### src/rtl/if_fetch_unit_if.sv
// Fetch-unit bus bundle: EX redirect, instruction-memory request/response, and the ID-side buffer port.
interface if_fetch_unit_if;
    logic        redirect_i;
    logic [31:0] redirect_pc_i;
    logic        imem_req_o;
    logic [31:0] imem_addr_o;
    logic        imem_gnt_i;
    logic        imem_rvalid_i;
    logic [31:0] imem_rdata_i;
    logic        if_valid_o;
    logic [31:0] if_pc_o;
    logic [31:0] if_inst_o;
    logic        if_ready_i;

    modport master (
        input  redirect_i, redirect_pc_i, imem_gnt_i, imem_rvalid_i, imem_rdata_i, if_ready_i,
        output imem_req_o, imem_addr_o, if_valid_o, if_pc_o, if_inst_o
    );

    modport slave (
        output redirect_i, redirect_pc_i, imem_gnt_i, imem_rvalid_i, imem_rdata_i, if_ready_i,
        input  imem_req_o, imem_addr_o, if_valid_o, if_pc_o, if_inst_o
    );
endinterface

### src/rtl/if_fetch_unit.sv
// Instruction-fetch front end: owns the fetch PC, issues in-order imem requests into a small slot
// ring, and drops responses belonging to fetches made stale by a redirect.
module if_fetch_unit #(
    parameter logic [31:0] RESET_PC = 32'h0000_0000,
    parameter int          DEPTH    = 2
) (
    input  logic             clk,
    input  logic             rst_n,
    if_fetch_unit_if.master  bus
);
    localparam int AW = $clog2(DEPTH);
    localparam int CW = AW + 1;
    typedef logic [AW-1:0] ptr_t;
    typedef logic [CW-1:0] cnt_t;
    localparam cnt_t DEPTH_C = cnt_t'(DEPTH);

    function automatic cnt_t b2c(input logic b);
        return {{(CW-1){1'b0}}, b};
    endfunction

    logic [31:0]      r_fetch_pc;
    logic [31:0]      r_slot_pc   [DEPTH];
    logic [31:0]      r_slot_inst [DEPTH];
    logic [DEPTH-1:0] r_filled;
    ptr_t             r_alloc_ptr, r_fill_ptr, r_pop_ptr;
    cnt_t             r_alloc_cnt, r_pend_cnt, r_drop_cnt;

    cnt_t w_used;
    logic w_req, w_grant, w_dropping, w_fill, w_valid, w_pop;
    cnt_t w_redir_drop;

    // Stale-fetch drops occupy slots until their responses come back.
    assign w_used       = r_alloc_cnt + r_drop_cnt;
    assign w_req        = rst_n & (w_used < DEPTH_C) & ~bus.redirect_i;
    assign w_grant      = w_req & bus.imem_gnt_i;
    assign w_dropping   = bus.imem_rvalid_i & (r_drop_cnt != '0);
    assign w_fill       = bus.imem_rvalid_i & (r_drop_cnt == '0) & (r_pend_cnt != '0);
    assign w_valid      = r_filled[r_pop_ptr];
    assign w_pop        = w_valid & bus.if_ready_i;
    // Any response consumed in the redirect cycle is gone, whichever counter it belonged to.
    assign w_redir_drop = r_drop_cnt + r_pend_cnt - b2c(w_dropping | w_fill);

    assign bus.imem_req_o  = w_req;
    assign bus.imem_addr_o = r_fetch_pc;
    assign bus.if_valid_o  = w_valid;
    assign bus.if_pc_o     = w_valid ? r_slot_pc[r_pop_ptr]   : 32'h0;
    assign bus.if_inst_o   = w_valid ? r_slot_inst[r_pop_ptr] : 32'h0;

    always_ff @(posedge clk) begin
        if (!rst_n) begin
            r_fetch_pc  <= RESET_PC;
            r_filled    <= '0;
            r_alloc_ptr <= '0;
            r_fill_ptr  <= '0;
            r_pop_ptr   <= '0;
            r_alloc_cnt <= '0;
            r_pend_cnt  <= '0;
            r_drop_cnt  <= '0;
        end else if (bus.redirect_i) begin
            r_fetch_pc  <= bus.redirect_pc_i & ~32'h3;
            r_filled    <= '0;
            r_alloc_ptr <= '0;
            r_fill_ptr  <= '0;
            r_pop_ptr   <= '0;
            r_alloc_cnt <= '0;
            r_pend_cnt  <= '0;
            r_drop_cnt  <= w_redir_drop;
        end else begin
            if (w_grant) begin
                r_fetch_pc  <= r_fetch_pc + 32'd4;
                r_alloc_ptr <= r_alloc_ptr + ptr_t'(1);
            end
            if (w_fill) r_fill_ptr <= r_fill_ptr + ptr_t'(1);
            if (w_pop)  r_pop_ptr  <= r_pop_ptr + ptr_t'(1);
            if (w_dropping) r_drop_cnt <= r_drop_cnt - cnt_t'(1);
            r_alloc_cnt <= r_alloc_cnt + b2c(w_grant) - b2c(w_pop);
            r_pend_cnt  <= r_pend_cnt + b2c(w_grant) - b2c(w_fill);
            for (int i = 0; i < DEPTH; i++) begin
                if (w_fill && r_fill_ptr == ptr_t'(i))
                    r_filled[i] <= 1'b1;
                else if (w_pop && r_pop_ptr == ptr_t'(i))
                    r_filled[i] <= 1'b0;
            end
        end
    end

    // Slot payload carries no reset; visibility is governed by r_filled alone.
    always_ff @(posedge clk) begin
        if (w_grant) r_slot_pc[r_alloc_ptr]  <= r_fetch_pc;
        if (w_fill)  r_slot_inst[r_fill_ptr] <= bus.imem_rdata_i;
    end
endmodule

### src/flat_wrapper.sv
// flat-port wrapper written by rule: the top's interface ports become plain ports
module if_fetch_unit_flat 
#(
    parameter logic [31:0] RESET_PC = 32'h0000_0000,
    parameter int          DEPTH    = 2
)
  (clk, rst_n, bus_redirect_i, bus_redirect_pc_i, bus_imem_gnt_i, bus_imem_rvalid_i, bus_imem_rdata_i, bus_if_ready_i, bus_imem_req_o, bus_imem_addr_o, bus_if_valid_o, bus_if_pc_o, bus_if_inst_o);
  if_fetch_unit_if bus_i ();
  input  logic clk;
  input  logic rst_n;
  input wire logic [$bits(bus_i.redirect_i)-1:0] bus_redirect_i;
  input wire logic [$bits(bus_i.redirect_pc_i)-1:0] bus_redirect_pc_i;
  input wire logic [$bits(bus_i.imem_gnt_i)-1:0] bus_imem_gnt_i;
  input wire logic [$bits(bus_i.imem_rvalid_i)-1:0] bus_imem_rvalid_i;
  input wire logic [$bits(bus_i.imem_rdata_i)-1:0] bus_imem_rdata_i;
  input wire logic [$bits(bus_i.if_ready_i)-1:0] bus_if_ready_i;
  output wire logic [$bits(bus_i.imem_req_o)-1:0] bus_imem_req_o;
  output wire logic [$bits(bus_i.imem_addr_o)-1:0] bus_imem_addr_o;
  output wire logic [$bits(bus_i.if_valid_o)-1:0] bus_if_valid_o;
  output wire logic [$bits(bus_i.if_pc_o)-1:0] bus_if_pc_o;
  output wire logic [$bits(bus_i.if_inst_o)-1:0] bus_if_inst_o;
  assign bus_i.redirect_i = bus_redirect_i;
  assign bus_i.redirect_pc_i = bus_redirect_pc_i;
  assign bus_i.imem_gnt_i = bus_imem_gnt_i;
  assign bus_i.imem_rvalid_i = bus_imem_rvalid_i;
  assign bus_i.imem_rdata_i = bus_imem_rdata_i;
  assign bus_i.if_ready_i = bus_if_ready_i;
  assign bus_imem_req_o = bus_i.imem_req_o;
  assign bus_imem_addr_o = bus_i.imem_addr_o;
  assign bus_if_valid_o = bus_i.if_valid_o;
  assign bus_if_pc_o = bus_i.if_pc_o;
  assign bus_if_inst_o = bus_i.if_inst_o;
  if_fetch_unit #(.RESET_PC(RESET_PC), .DEPTH(DEPTH)) u_core (.clk(clk), .rst_n(rst_n), .bus(bus_i));
endmodule
### config.mk
export PLATFORM = sky130hd
export DESIGN_NAME = if_fetch_unit_flat
export DESIGN_NICKNAME = d
export VERILOG_FILES = /design/src/rtl/if_fetch_unit_if.sv /design/src/rtl/if_fetch_unit.sv /design/src/flat_wrapper.sv
export SDC_FILE = /design/constraint.sdc
export NUM_CORES = 1
export LEC_CHECK = 0
export BUFFER_PORTS_ARGS = -buffer_cell sky130_fd_sc_hd__buf_2
export CORE_MARGIN = 2
export CORE_UTILIZATION = 58
export DETAILED_ROUTE_END_ITERATION = 10
export PLACE_DENSITY = 0.82
export SYNTH_ARGS = -nofsm -noshare
export SYNTH_HDL_FRONTEND = slang
export SYNTH_SLANG_ARGS = --single-unit
### constraint.sdc
create_clock -name clk -period 6.12 [get_ports clk]
set_clock_uncertainty 0.2 [all_clocks]
set_input_delay 0.306 -clock clk [delete_from_list [all_inputs] [get_ports clk]]
set_output_delay 0.306 -clock clk [all_outputs]
set_load 0.05 [all_outputs]
; Word-level counts from Yosys, hierarchy flattened
; Memories as Yosys holds them, arrays and structs flattened. A register that Yosys moved wholly into a read port is not among the register bits.
; Cells that the tools add are included.
[word_totals]
ff_bits = 43
mem_bits_rw = 128
inputBits = 70
output_inout_bits = 98
elab_cells = 70
n_memories = 2
[memory_table]
columns = name, depth, word_bits, read_ports, rd_ports_with_merged_regs, write_ports, line
row1 = u_core.r_slot_inst, 2, 32, 1, 1, 1, if_fetch_unit.sv:23  ; logic [31:0] r_slot_inst [DEPTH];
row2 = u_core.r_slot_pc, 2, 32, 1, 1, 1, if_fetch_unit.sv:22  ; logic [31:0] r_slot_pc [DEPTH];
[op_classes]
add_sub_neg = 12
n_lt_le_gt_ge = 2
muxes = 20
bitwise = 12
reduce_logical = 12
[ops]
columns = cell, count
row1 = $mux 32, 4
row2 = $add 32x3->32 const B, 1
row3 = $mux 1, 14
row4 = $reduce_bool 2->1, 6
row5 = $and 1x1->1, 7
row6 = $sub 2x1->2, 3
row7 = $add 2x1->2, 2
row8 = $add 2x2->2, 2
row9 = $logic_and 1x1->1, 4
row10 = $mux 2, 2
row11 = $not 1->1, 4
row12 = $add 1x1->1 const B, 3
row13 = $logic_not 2->1, 1
row14 = $lt 1x2->1 const B, 1
row15 = $lt 2x2->1 const B, 1
row16 = $reduce_or 2->1, 1
row17 = $sub 2x1->2 const B, 1
row18 = $or 1x1->1, 1

; Longest topological paths before layout
; Gate-level depths: netlist of the first run.
[depth]
word_depth = 7
ltp_mapped = 10
mapped_depth_nobuf = 10

; Worst setup path before layout of the first run
; Ideal clock, no wire load.
[synth_path]
kind = register -> register
start = register u_core.r_drop_cnt[1]
end = memory u_core.r_slot_inst[0][0] (enable)
setup_ns = 0.464
t_arrival_ns = 2.886
t_required_ns = 5.456
setup_slack_ns = 2.571
path_stages_with_launch = 5
n_path_buf = 0
synth_period_minus_slack_ns = 3.549
cell_sequence = dfxtp_1 > inv_1 > ha_1 > nand2_1 > nor3_1
[synth_via]
elab_chain_len = 5
[synth_rtl]
columns = item, line
row1 = "start, declared", if_fetch_unit.sv:26  ; cnt_t r_alloc_cnt, r_pend_cnt, r_drop_cnt;
row2 = "start signal, assigned", if_fetch_unit.sv:67  ; r_drop_cnt <= w_redir_drop;
row3 = "start signal, assigned", if_fetch_unit.sv:75  ; if (w_dropping) r_drop_cnt <= r_drop_cnt - cnt_t'(1);
row4 = $logic_not 2->1, if_fetch_unit.sv:37  ; assign w_fill = bus.imem_rvalid_i & (r_drop_cnt == '0) & (r_pend_cnt != '0);
row5 = $and 1x1->1 (2 in a row), if_fetch_unit.sv:37
row6 = $mux 1, if_fetch_unit.sv:90  ; if (w_fill) r_slot_inst[r_fill_ptr] <= bus.imem_rdata_i;
row7 = $mux 1 (not written as such), if_fetch_unit.sv:90
row8 = "end, declared", if_fetch_unit.sv:23
; Every way passes these cells.

; Final worst setup path of the first run
[layout_path]
start = register u_core.r_pop_ptr
end = output bus_if_inst_o[5]
[layout_via]
elab_chain_len = 3
[layout_rtl]
columns = item, line
row1 = "start, declared", if_fetch_unit.sv:25  ; ptr_t r_alloc_ptr, r_fill_ptr, r_pop_ptr;
row2 = "start signal, assigned", if_fetch_unit.sv:74  ; if (w_pop) r_pop_ptr <= r_pop_ptr + ptr_t'(1);
row3 = $mux 1 (not written as such) (2 in a row), if_fetch_unit.sv:38  ; assign w_valid = r_filled[r_pop_ptr];
row4 = $mux 32, if_fetch_unit.sv:47  ; assign bus.if_inst_o = w_valid ? r_slot_inst[r_pop_ptr] : 32'h0;
row5 = "end, declared", flat_wrapper.sv:21  ; output wire logic [$bits(bus_i.if_inst_o)-1:0] bus_if_inst_o;
; Every way passes these cells. The select of a mux whose other input is x is not followed.

==> metrics.md, run 1 <==
| Metric | Value |
|---|---|
| CTS Buffer Depth | `2` |
| Crit. End Element | `output port` |
| Pwr Total | `2.67 mW` |
| P_leak | `3.51 nW` |
| Postcts setup bufs | `0` |
| Standard-cell row count | `40` |
| Hold Path Depth | `3` |
| Worst Max-Slew Pin Slew | `1.09 ns` |
| Worst R2R Start | `u_core.r_pop_ptr` |
| Fin. Hold Viols | `0` |
| Hold WC Path Type | `in -> reg` |
| Max VDD drop | `229 uV` |
| Setup TNS | `0 ns` |
| Mapped Area | `7080 um^2` |
| Critical-path maximum fanout | `45` |
| GPL Wtd Cong | `0.812` |
| Post-synthesis cell type count | `44` |
| Seq/Total Area, Yosys | `64.5%` |
| Gate count of the mapped netlist | `567` |
| First-pass GRT wire length | `25,200 um` |
| Die width | `114 um` |
| Drt total wl | `16,300 um` |
| Reg2reg path depth | `7` |
| Fillcell total | `689` |
| TritonCTS Buffers | `17` |
| DR WL/cell | `17.5 um` |
| Status | `finished, final reports clean` |
| Largest net degree at the start of global routing | `63` |
| Total die area | `13,100 um^2` |
| Critical path arrival | `2.48 ns` |
| Core Box Area | `12,000 um^2` |
| # DRC | `0` |
| Vias in the first global route | `5,138` |
| Initial antenna violation count | `1` |
| Layout area overhead | `28.8%` |
| Routed via count | `5,208` |
| Min Hold Slack | `0.0186 ns` |
| Clock sinks | `166` |
| Initial detailed-routing violation count | `383` |
| RSZ-0062 raised after global routing | `no` |
| Crit path from | `u_core.r_pop_ptr` |
| GRT overflow | `0` |
| Most common cell after layout, fill and taps aside | `buf_2` |
| H-tree depth | `4` |
| Register bit total from synthesis | `166` |
| Max Cap Viol | `0` |
| Ys async rst share | `0%` |
| Period utilization | `48.8%` |
| DR vias/cell | `5.59` |
| Slew Limit Fails | `0` |
| Most frequent cells in the layout | `buf_2, edfxtp_1, nor2_1` |
| Initial core utilization | `59.2%` |
| Final ANT Viol Nets | `0` |
| Clock Latency Late Sink | `0.43 ns` |
| Normalized max-slew margin | `27.0%` |
| Count of final setup violators | `0` |
| Nets@finish | `850` |
| Clk slew on worst S/H paths | `0.06 ns` |
| IO Pins | `168` |
| Fmax | `0.335 GHz` |
| DRT Pass-1 Iters | `5` |
| Detail Placement HPWL | `9860 um` |
| EDFF count, synth | `124` |
| Hold wc startpoint | `bus_redirect_pc_i[13]` |
| Final Critical Period | `2.99 ns` |
| Required @ worst endpoint | `5.61 ns` |
| Ys Warns | `0` |
| Chip Height | `114 um` |
| Main synth FF type | `edfxtp_1` |
| CTS tree | `yes` |
| Critical path class | `reg -> out` |
| CP startpoint kind | `register` |
| Pwr/cell area | `293 nW/um^2` |
| Mean Syn Cell Area | `12.5 um^2` |
| IO buf count | `161` |
| Share of layout cells above drive strength 1 | `25.9%` |
| Clk root buf | `clkbuf_16` |
| GR Util All Layers | `25.3%` |
## state kept, by name, summed over array words and instances (netlist names), 2 cells and up, named ones only
signal,count
u_core.r_filled,2
u_core.r_slot_pc,60
u_core.r_drop_cnt,2
u_core.r_slot_inst,64
u_core.r_pend_cnt,2
u_core.bus.imem_addr_o,30
u_core.r_alloc_cnt,2
## final timing paths
check,end,slack [ns]
worst max register to register,u_core.r_alloc_cnt[1],3.18
worst min register to register,u_core.r_slot_pc[0][31],0.32
worst max-delay path,bus_if_inst_o[5],3.13
worst min-delay path,u_core.bus.imem_addr_o[13],0.02
## critical path, stage by stage (launching register included)
cell	delay (ns)
dfxtp_1	0.47
mux2i_4	0.65
buf_4	0.53
nor2_1	0.12
buf_2	0.24
## layout make-up
| type | instances | area [um^2] | area share (%) |
|---|---|---|---|
| clock buffer | 20 | 437 | 4.79 |
| sequential | 166 | 4570 | 50.1 |
| timing repair buffer | 220 | 1380 | 15.2 |
| tap | 147 | 184 | 2.02 |
| clock inverter | 11 | 135 | 1.48 |
| antenna | 1 | 2.50 | 0.0274 |
| inverter | 15 | 56.3 | 0.618 |
| multi-input combinational | 352 | 2350 | 25.8 |
## report_power, final
| group | internal (mW) | switching, mW |
|---|---|---|
| logic | 0.119 | 0.212 |
| registers | 1.26 | 0.0415 |
| clock network | 0.633 | 0.404 |
## through the flow
stage / utilization (%) / setup WS (ns) / cells / instance area [um^2]
4_1_cts: 76.2 / 3.10 / 931 / 9110
5_1_grt: 76.2 / 2.90 / 932 / 9120
3_3_place_gp: 66.9 / 3.31 / 846 / 8000
3_5_place_dp: 66.9 / 3.21 / 846 / 8000
6_report: 76.2 / 3.13 / 932 / 9120
2_1_floorplan: - / 2.57 / 570 / 7090
## what timing repair did
action,in CTS,in global routing
hold buffers,54,0
endpoints found under the hold margin,86,0
resized for setup,0,0
## layer usage
metal  GRT usage (%)  vias up  wire length [um]
met4            10.3        0               342
met3            5.56       30              1090
met2            45.6      222              8510
li1                -     2455                 -
met5               0        -                 0
met1            29.2     2501              6360
## Yosys cell counts, types with 7 or more instances
master | count | area [um^2]
edfxtp_1 | 124 | 3720
mux2i_1 | 64 | 641
nor4_1 | 8 | 50.1
o21ai_0 | 26 | 130
inv_1 | 15 | 56.3
xor2_1 | 9 | 78.8
xnor2_1 | 24 | 210
nor3_1 | 10 | 50.1
o211a_1 | 7 | 70.1
nand3_1 | 14 | 70.1
ha_1 | 8 | 100
nand4_1 | 11 | 68.8
nand2_1 | 22 | 82.6
dfxtp_1 | 42 | 841
clkbuf_1 | 27 | 101
nor2_1 | 83 | 312
a21oi_1 | 18 | 90.1
## cell families (layout without fill, tap and decap cells)
group / Yosys count / after routing / synth area share (%)
simple gates: 178 / 178 / 12.1
flops: 166 / 166 / 64.5
mux: 65 / 65 / 9.21
compound gates: 63 / 63 / 5.39
buf+inv: 52 / 266 / 2.99
xor+xnor: 34 / 34 / 4.31
fa+ha+maj: 8 / 8 / 1.41
other cells: 1 / 5 / 0.0530
(Power assumes the default switching activity.)
==> inputs of run 2 (changes only) <==
- CORE_UTILIZATION: 58 -> 54
- PLACE_DENSITY: 0.82 -> 0.77
- clock period: 6.12 -> 3.05 ns (I/O delays scaled with it)
==> metrics.md, run 2 (synthesized netlist as in run 1, its figures left out) <==
| Metric | Value |
|---|---|
| Max VDD drop | `466 uV (+100%)` |
| Clock power share | `41.2% (+2.4 points)` |
| Routed via count | `5,228 (+0.38%)` |
| Postcts setup bufs | `0 (unchanged)` |
| CP startpoint kind | `register` |
| Clk root buf | `clkbuf_16` |
| Reg area | `4570 um^2 (unchanged)` |
| Pwr/cell area | `594 nW/um^2 (+100%)` |
| Required @ worst endpoint | `3.22 ns (-2.39 ns)` |
| Critical path's largest stage delay | `0.56 ns (-0.09 ns)` |
| DRT Pass-1 Iters | `4 (-1)` |
| Pre-CTS worst setup slack | `0.661 ns (-2.55 ns)` |
| Initial core utilization | `55.6% (-3.5 points)` |
| Ant. Diodes | `0 (-1)` |
| Detail Placement HPWL | `10,200 um (+3.4%)` |
| Status | `finished, final reports clean` |
| Die width | `118 um (+3.5%)` |
| DR WL/cell | `16.6 um (-5.3%)` |
| TritonCTS Buffers | `17 (unchanged)` |
| Clk slew on worst S/H paths | `0.06 ns (about the same)` |
| Met1 WL | `6720 um (+5.7%)` |
| Multi-input logic area | `2350 um^2 (-0.16%)` |
| Min Hold Slack | `0.0391 ns (+0.0205 ns)` |
| Worst path slowest cell | `dlygate4sd3_1` |
| Setup TNS | `0 ns (unchanged)` |
| Fillcell total | `830 (+20%)` |
| Switch share | `23.7% (-0.90 points)` |
| Most common cell after layout, fill and taps aside | `buf_2` |
| CTS Buffer Depth | `2 (unchanged)` |
| Fin util | `74.3% (-1.9 points)` |
| Initial detailed-routing violation count | `349 (-8.9%)` |
| First-pass GRT wire length | `26,000 um (+3.1%)` |
| Period utilization | `83.5%` |
| Most frequent cells in the layout | `buf_2, edfxtp_1, nor2_1` |
| Switching pwr | `1.33 mW (+100%)` |
| Share of layout cells above drive strength 1 | `26.4% (+0.47 points)` |
| Vias in the first global route | `5,231 (+1.8%)` |
| Critical-path maximum fanout | `9 (-80%)` |
| DR WL met2 | `8180 um (-4.0%)` |
| Final Critical Period | `2.55 ns` |
| DR top layer | `met4` |
| RSZ-0062 raised after global routing | `no` |
| Layout area overhead | `33.6%` |
| Met3 wire length | `888 um (-18%)` |
| Chip Height | `118 um (+3.5%)` |
| Initial antenna violation count | `0 (-1)` |
| Final WS setup | `0.504 ns (-2.63 ns)` |
| Crit. End Element | `register` |
| Slew Limit Fails | `0 (unchanged)` |
| Internal cell power | `4.29 mW (+110%)` |
| Share of power burned in registers | `46.5% (-2.3 points)` |
| CTS Hold Bufs | `67 (+24%)` |
| Normalized max-slew margin | `60.0% (+33 points)` |
| Nets@finish | `873 (+2.7%)` |
| Drt total wl | `16,200 um (-0.44%)` |
| CP Cell Sequence | `ha_1 > nand3_1 > buf_4 > nor4b_4 > nand4_1 > xor2_1 > o21ai_0 > dlygate4sd3_1` |
| P_leak | `3.65 nW (+3.9%)` |
| Max Cap Viol | `0 (unchanged)` |
| Clock Latency Late Sink | `0.43 ns (about the same)` |
| Buffers and inverters on the worst path | `2 (unchanged)` |
| GRT overflow | `0 (unchanged)` |
| Clock sinks | `166 (unchanged)` |
| Family with the most delay on the worst path | `buffers and inverters` |
| H-tree depth | `4 (unchanged)` |
| Fmax | `0.393 GHz` |
| IO Pins | `168 (unchanged)` |
| CTS tree | `yes` |
| Critical path class | `reg -> reg` |
| Combinational power share | `12.3% (about the same)` |
| Core Box Area | `12,700 um^2 (+6.4%)` |
| Max reg flops | `64 (unchanged)` |
| # resized after CTS | `0 (unchanged)` |
| GR Util All Layers | `23.8% (-1.6 points)` |
| DR vias/cell | `5.33 (-4.5%)` |
| Placed Area | `8140 um^2 (+1.8%)` |
| Top reg by flops | `u_core.r_slot_inst` |
| Critical path arrival | `2.72 ns (+0.24 ns)` |
| Fin. Hold Viols | `0 (unchanged)` |
| Standard-cell row count | `41 (+2.5%)` |
| Final ANT Viol Nets | `0 (unchanged)` |
| Count of final setup violators | `0 (unchanged)` |
| Design area | `9460 um^2 (+3.7%)` |
| # DRC | `0 (unchanged)` |
| GPL Wtd Cong | `0.846 (+4.2%)` |
| IO buf count | `161 (unchanged)` |
| Largest net degree at the start of global routing | `45 (-29%)` |
| Hold WC Path Type | `in -> reg` |
| Total die area | `14,000 um^2 (+7.1%)` |
| Worst Max-Slew Pin Slew | `0.600 ns (-0.495 ns)` |
run 2: final cells by class:
class	instances	share of cell area, %
Timing Repair Buffer	243	17.2
Multi-Input combinational cell	352	24.8
Inverter	15	0.595
Clock buffer	24	4.99
Tap cell	172	2.28
Clock inverter	8	1.81
Sequential cell	166	48.3
run 2: worst min-delay path: stages:
cell and delay (ns):
buf_2 0.22, nand2b_1 0.12, o211a_1 0.13
run 2: power groups by stage:
stage | sequential (mW) | clock (mW) | combinational, mW
floorplan | 2.74 | 0 | 0.344
global placement | 2.65 | 0 | 0.599
detailed placement | 2.66 | 0 | 0.615
CTS | 2.61 | 2.33 | 0.688
global route | 2.63 | 2.42 | 0.744
finish | 2.61 | 2.31 | 0.692
run 2: metrics by stage:
| stage | power [mW] | std cells |
|---|---|---|
| 2_1_floorplan | 3.08 | 570 |
| 3_3_place_gp | 3.25 | 881 |
| 3_5_place_dp | 3.27 | 881 |
| 4_1_cts | 5.63 | 980 |
| 5_1_grt | 5.79 | 980 |
| 6_report | 5.62 | 980 |
run 2: path summary, 6_finish.rpt:
kind	from	end	slack, ns	cells after the start
worst min-delay path	bus_redirect_i	u_core.bus.imem_addr_o[15]	0.04	3
worst max-delay path	u_core.bus.imem_addr_o[2]	u_core.bus.imem_addr_o[30]	0.50	8
worst max register to register	u_core.bus.imem_addr_o[2]	u_core.bus.imem_addr_o[30]	0.50	8
worst min register to register	u_core.r_alloc_ptr	u_core.r_alloc_ptr	0.30	2
run 2: layer usage:
layer | vias to the layer above | track usage [%]
met5 | - | 0
met4 | 0 | 10.6
met3 | 37 | 5.21
met2 | 187 | 40.8
met1 | 2504 | 28.7
li1 | 2500 | -
==> inputs of run 3 (changes only) <==
- CORE_UTILIZATION: 54 -> 48
- PLACE_DENSITY: 0.77 -> 0.72
- clock period: 3.05 -> 2.14 ns (I/O delays scaled with it)
==> metrics.md, run 3 (synthesized netlist as in run 1, its figures left out) <==
| Metric | Value |
|---|---|
| P_leak | `3.75 nW (+2.9%)` |
| Total die area | `15,700 um^2 (+12%)` |
| Initial core utilization | `48.9% (-6.8 points)` |
| Crit. End Element | `register` |
| Count of final setup violators | `0 (unchanged)` |
| Critical path class | `reg -> reg` |
| Fillcell total | `1,061 (+28%)` |
| Placed Area | `8400 um^2 (+3.2%)` |
| Initial antenna violation count | `0 (unchanged)` |
| Top reg by flops | `u_core.r_slot_inst` |
| Clk slew on worst S/H paths | `0.06 ns (about the same)` |
| Nets@finish | `890 (+1.9%)` |
| Share of layout cells above drive strength 1 | `32.0% (+5.6 points)` |
| Max Cap Viol | `0 (unchanged)` |
| Required @ worst endpoint | `2.25 ns (-0.97 ns)` |
| # DRC | `0 (unchanged)` |
| Final Critical Period | `2.05 ns (-0.499 ns)` |
| Critical path arrival | `2.16 ns (-0.56 ns)` |
| Fmax | `0.488 GHz (+24%)` |
| RSZ-0062 raised after global routing | `no` |
| Design area | `9790 um^2 (+3.6%)` |
| Reg2reg path depth | `10 (+2)` |
| Vias in the first global route | `5,253 (+0.42%)` |
| Clock sinks | `166 (unchanged)` |
| CTS Buffer Depth | `2 (unchanged)` |
| Setup slack, reg-to-reg | `0.09 ns (-0.41 ns)` |
| Clock Latency Late Sink | `0.42 ns (about the same)` |
| GR Util All Layers | `21.0% (-2.8 points)` |
| Max VDD drop | `492 uV (+5.4%)` |
| DR vias/cell | `5.17 (-3.1%)` |
| Pre-CTS worst setup slack | `-0.111 ns (-0.772 ns)` |
| Status | `finished, final reports clean` |
| DR WL/cell | `16.0 um (-3.2%)` |
| Max reg flops | `64 (unchanged)` |
| Clk root buf | `clkbuf_16` |
| Most common cell after layout, fill and taps aside | `buf_2` |
| IO buf count | `161 (unchanged)` |
| Most frequent cells in the layout | `buf_2, edfxtp_1, nor2_1` |
| Fin util | `67.6% (-6.7 points)` |
| Ant. Diodes | `0 (unchanged)` |
| IO Pins | `168 (unchanged)` |
| Pwr/cell area | `814 nW/um^2 (+37%)` |
| Initial detailed-routing violation count | `328 (-6.0%)` |
| Final ANT Viol Nets | `0 (unchanged)` |
| Crit path capture | `u_core.r_drop_cnt[1]` |
| Chip Height | `125 um (+5.9%)` |
| Setup TNS | `0 ns (unchanged)` |
| Die width | `125 um (+5.9%)` |
| CTS tree | `yes` |
| TritonCTS Buffers | `17 (unchanged)` |
| Worst R2R Start | `u_core.r_drop_cnt[1]` |
| Detail Placement HPWL | `10,600 um (+4.2%)` |
| Final WS setup | `0.0923 ns (-0.411 ns)` |
| H-tree depth | `4 (unchanged)` |
| First-pass GRT wire length | `25,800 um (-0.69%)` |
| Layout area overhead | `38.4%` |
| Drt total wl | `16,200 um (-0.37%)` |
| Multi-input logic area | `2420 um^2 (+3.0%)` |
| Postcts setup bufs | `0 (unchanged)` |
| Slew Limit Fails | `0 (unchanged)` |
| Routed via count | `5,216 (-0.23%)` |
| Fin. Hold Viols | `0 (unchanged)` |
| Min Hold Slack | `0.0403 ns (+0.00120 ns)` |
| DRT Pass-1 Iters | `4 (unchanged)` |
| Hold WC Path Type | `in -> reg` |
| Largest net degree at the start of global routing | `45 (unchanged)` |
| Worst r2r dst | `u_core.r_drop_cnt[1]` |
| CP startpoint kind | `register` |
| Core Box Area | `14,500 um^2 (+14%)` |
| Critical-path maximum fanout | `4 (-5)` |
| Period utilization | `95.7% (+12 points)` |
| GRT overflow | `0 (unchanged)` |
| GPL Wtd Cong | `0.802 (-5.2%)` |
| Crit path from | `u_core.r_drop_cnt[1]` |
| Reg area | `4640 um^2 (+1.6%)` |
| Standard-cell row count | `44 (+7.3%)` |
-- run 3: cell types whose count changed in the layout (fill, tap and decap cells not counted), moves of 4 or more --
cell / delta
buf_12: +4
dfxtp_4: +17
dlygate4sd3_1: +4
dfxtp_2: +8
dfxtp_1: -25
clkbuf_1: -4
buf_4: +9
-- run 3: worst max-delay path, cell delays in order (launching register included) --
cell	delay [ns]
dfxtp_4	0.39
inv_1	0.06
ha_2	0.18
a21boi_2	0.12
ha_1	0.24
inv_1	0.07
ha_2	0.19
xnor2_2	0.12
xnor2_1	0.14
nor2_1	0.05
o21a_1	0.19
-- run 3: timing repair --
action / 4_1_cts / 5_1_grt
endpoints found under the hold margin: 95 / 0
pin swaps: 0 / 1
resized for setup: 7 / 10
endpoints found under the setup margin: 45 / 65
hold buffers: 71 / 0
-- run 3: worst min path at each step --
stage / depth (start not counted) / end / from / slack [ns]
finish: 5 / u_core.r_fill_ptr / bus_imem_rvalid_i / 0.04
global route: 5 / u_core.r_fill_ptr / bus_imem_rvalid_i / 0.06
CTS: 5 / u_core.r_fill_ptr / bus_imem_rvalid_i / 0.02
detailed placement: 1 / u_core.r_slot_inst[0][14] / bus_imem_rdata_i[14] / 0.1
global placement: 1 / u_core.r_slot_inst[1][18] / bus_imem_rdata_i[18] / 0.1
floorplan: 0 / u_core.r_slot_inst[0][0] / bus_imem_rdata_i[0] / 0.006
-- run 3: layout make-up --
| cell class | count | area share (%) |
|---|---|---|
| tap | 184 | 2.35 |
| inverter | 15 | 0.613 |
| timing repair buffer | 260 | 18.6 |
| clock inverter | 14 | 1.99 |
| multi-input combinational | 352 | 24.7 |
| clock buffer | 18 | 4.38 |
| sequential | 166 | 47.4 |
-- run 3: power breakdown --
part           switching, mW  total [mW]  internal (mW)  leakage [nW]
logic                  0.632        1.06          0.423          1.95
registers              0.118        3.73           3.61          1.49
clock network           1.22        3.19           1.97         0.311
total                   1.97        7.97           6.00          3.75
-- run 3: routing by layer --
metal / up-vias / track usage [%] / wire [um]
met4: 0 / 8.56 / 290
met5: - / 0 / 0
met3: 20 / 5.52 / 884
li1: 2536 / - / -
met1: 2494 / 24.8 / 6590
met2: 166 / 36.3 / 8410
-- run 3: metrics by stage --
stage | cells | total power [mW]
3_5_place_dp | 906 | 4.71
6_report | 1009 | 7.97
5_1_grt | 1009 | 8.27
3_3_place_gp | 906 | 4.68
2_1_floorplan | 570 | 4.42
4_1_cts | 1009 | 8.01
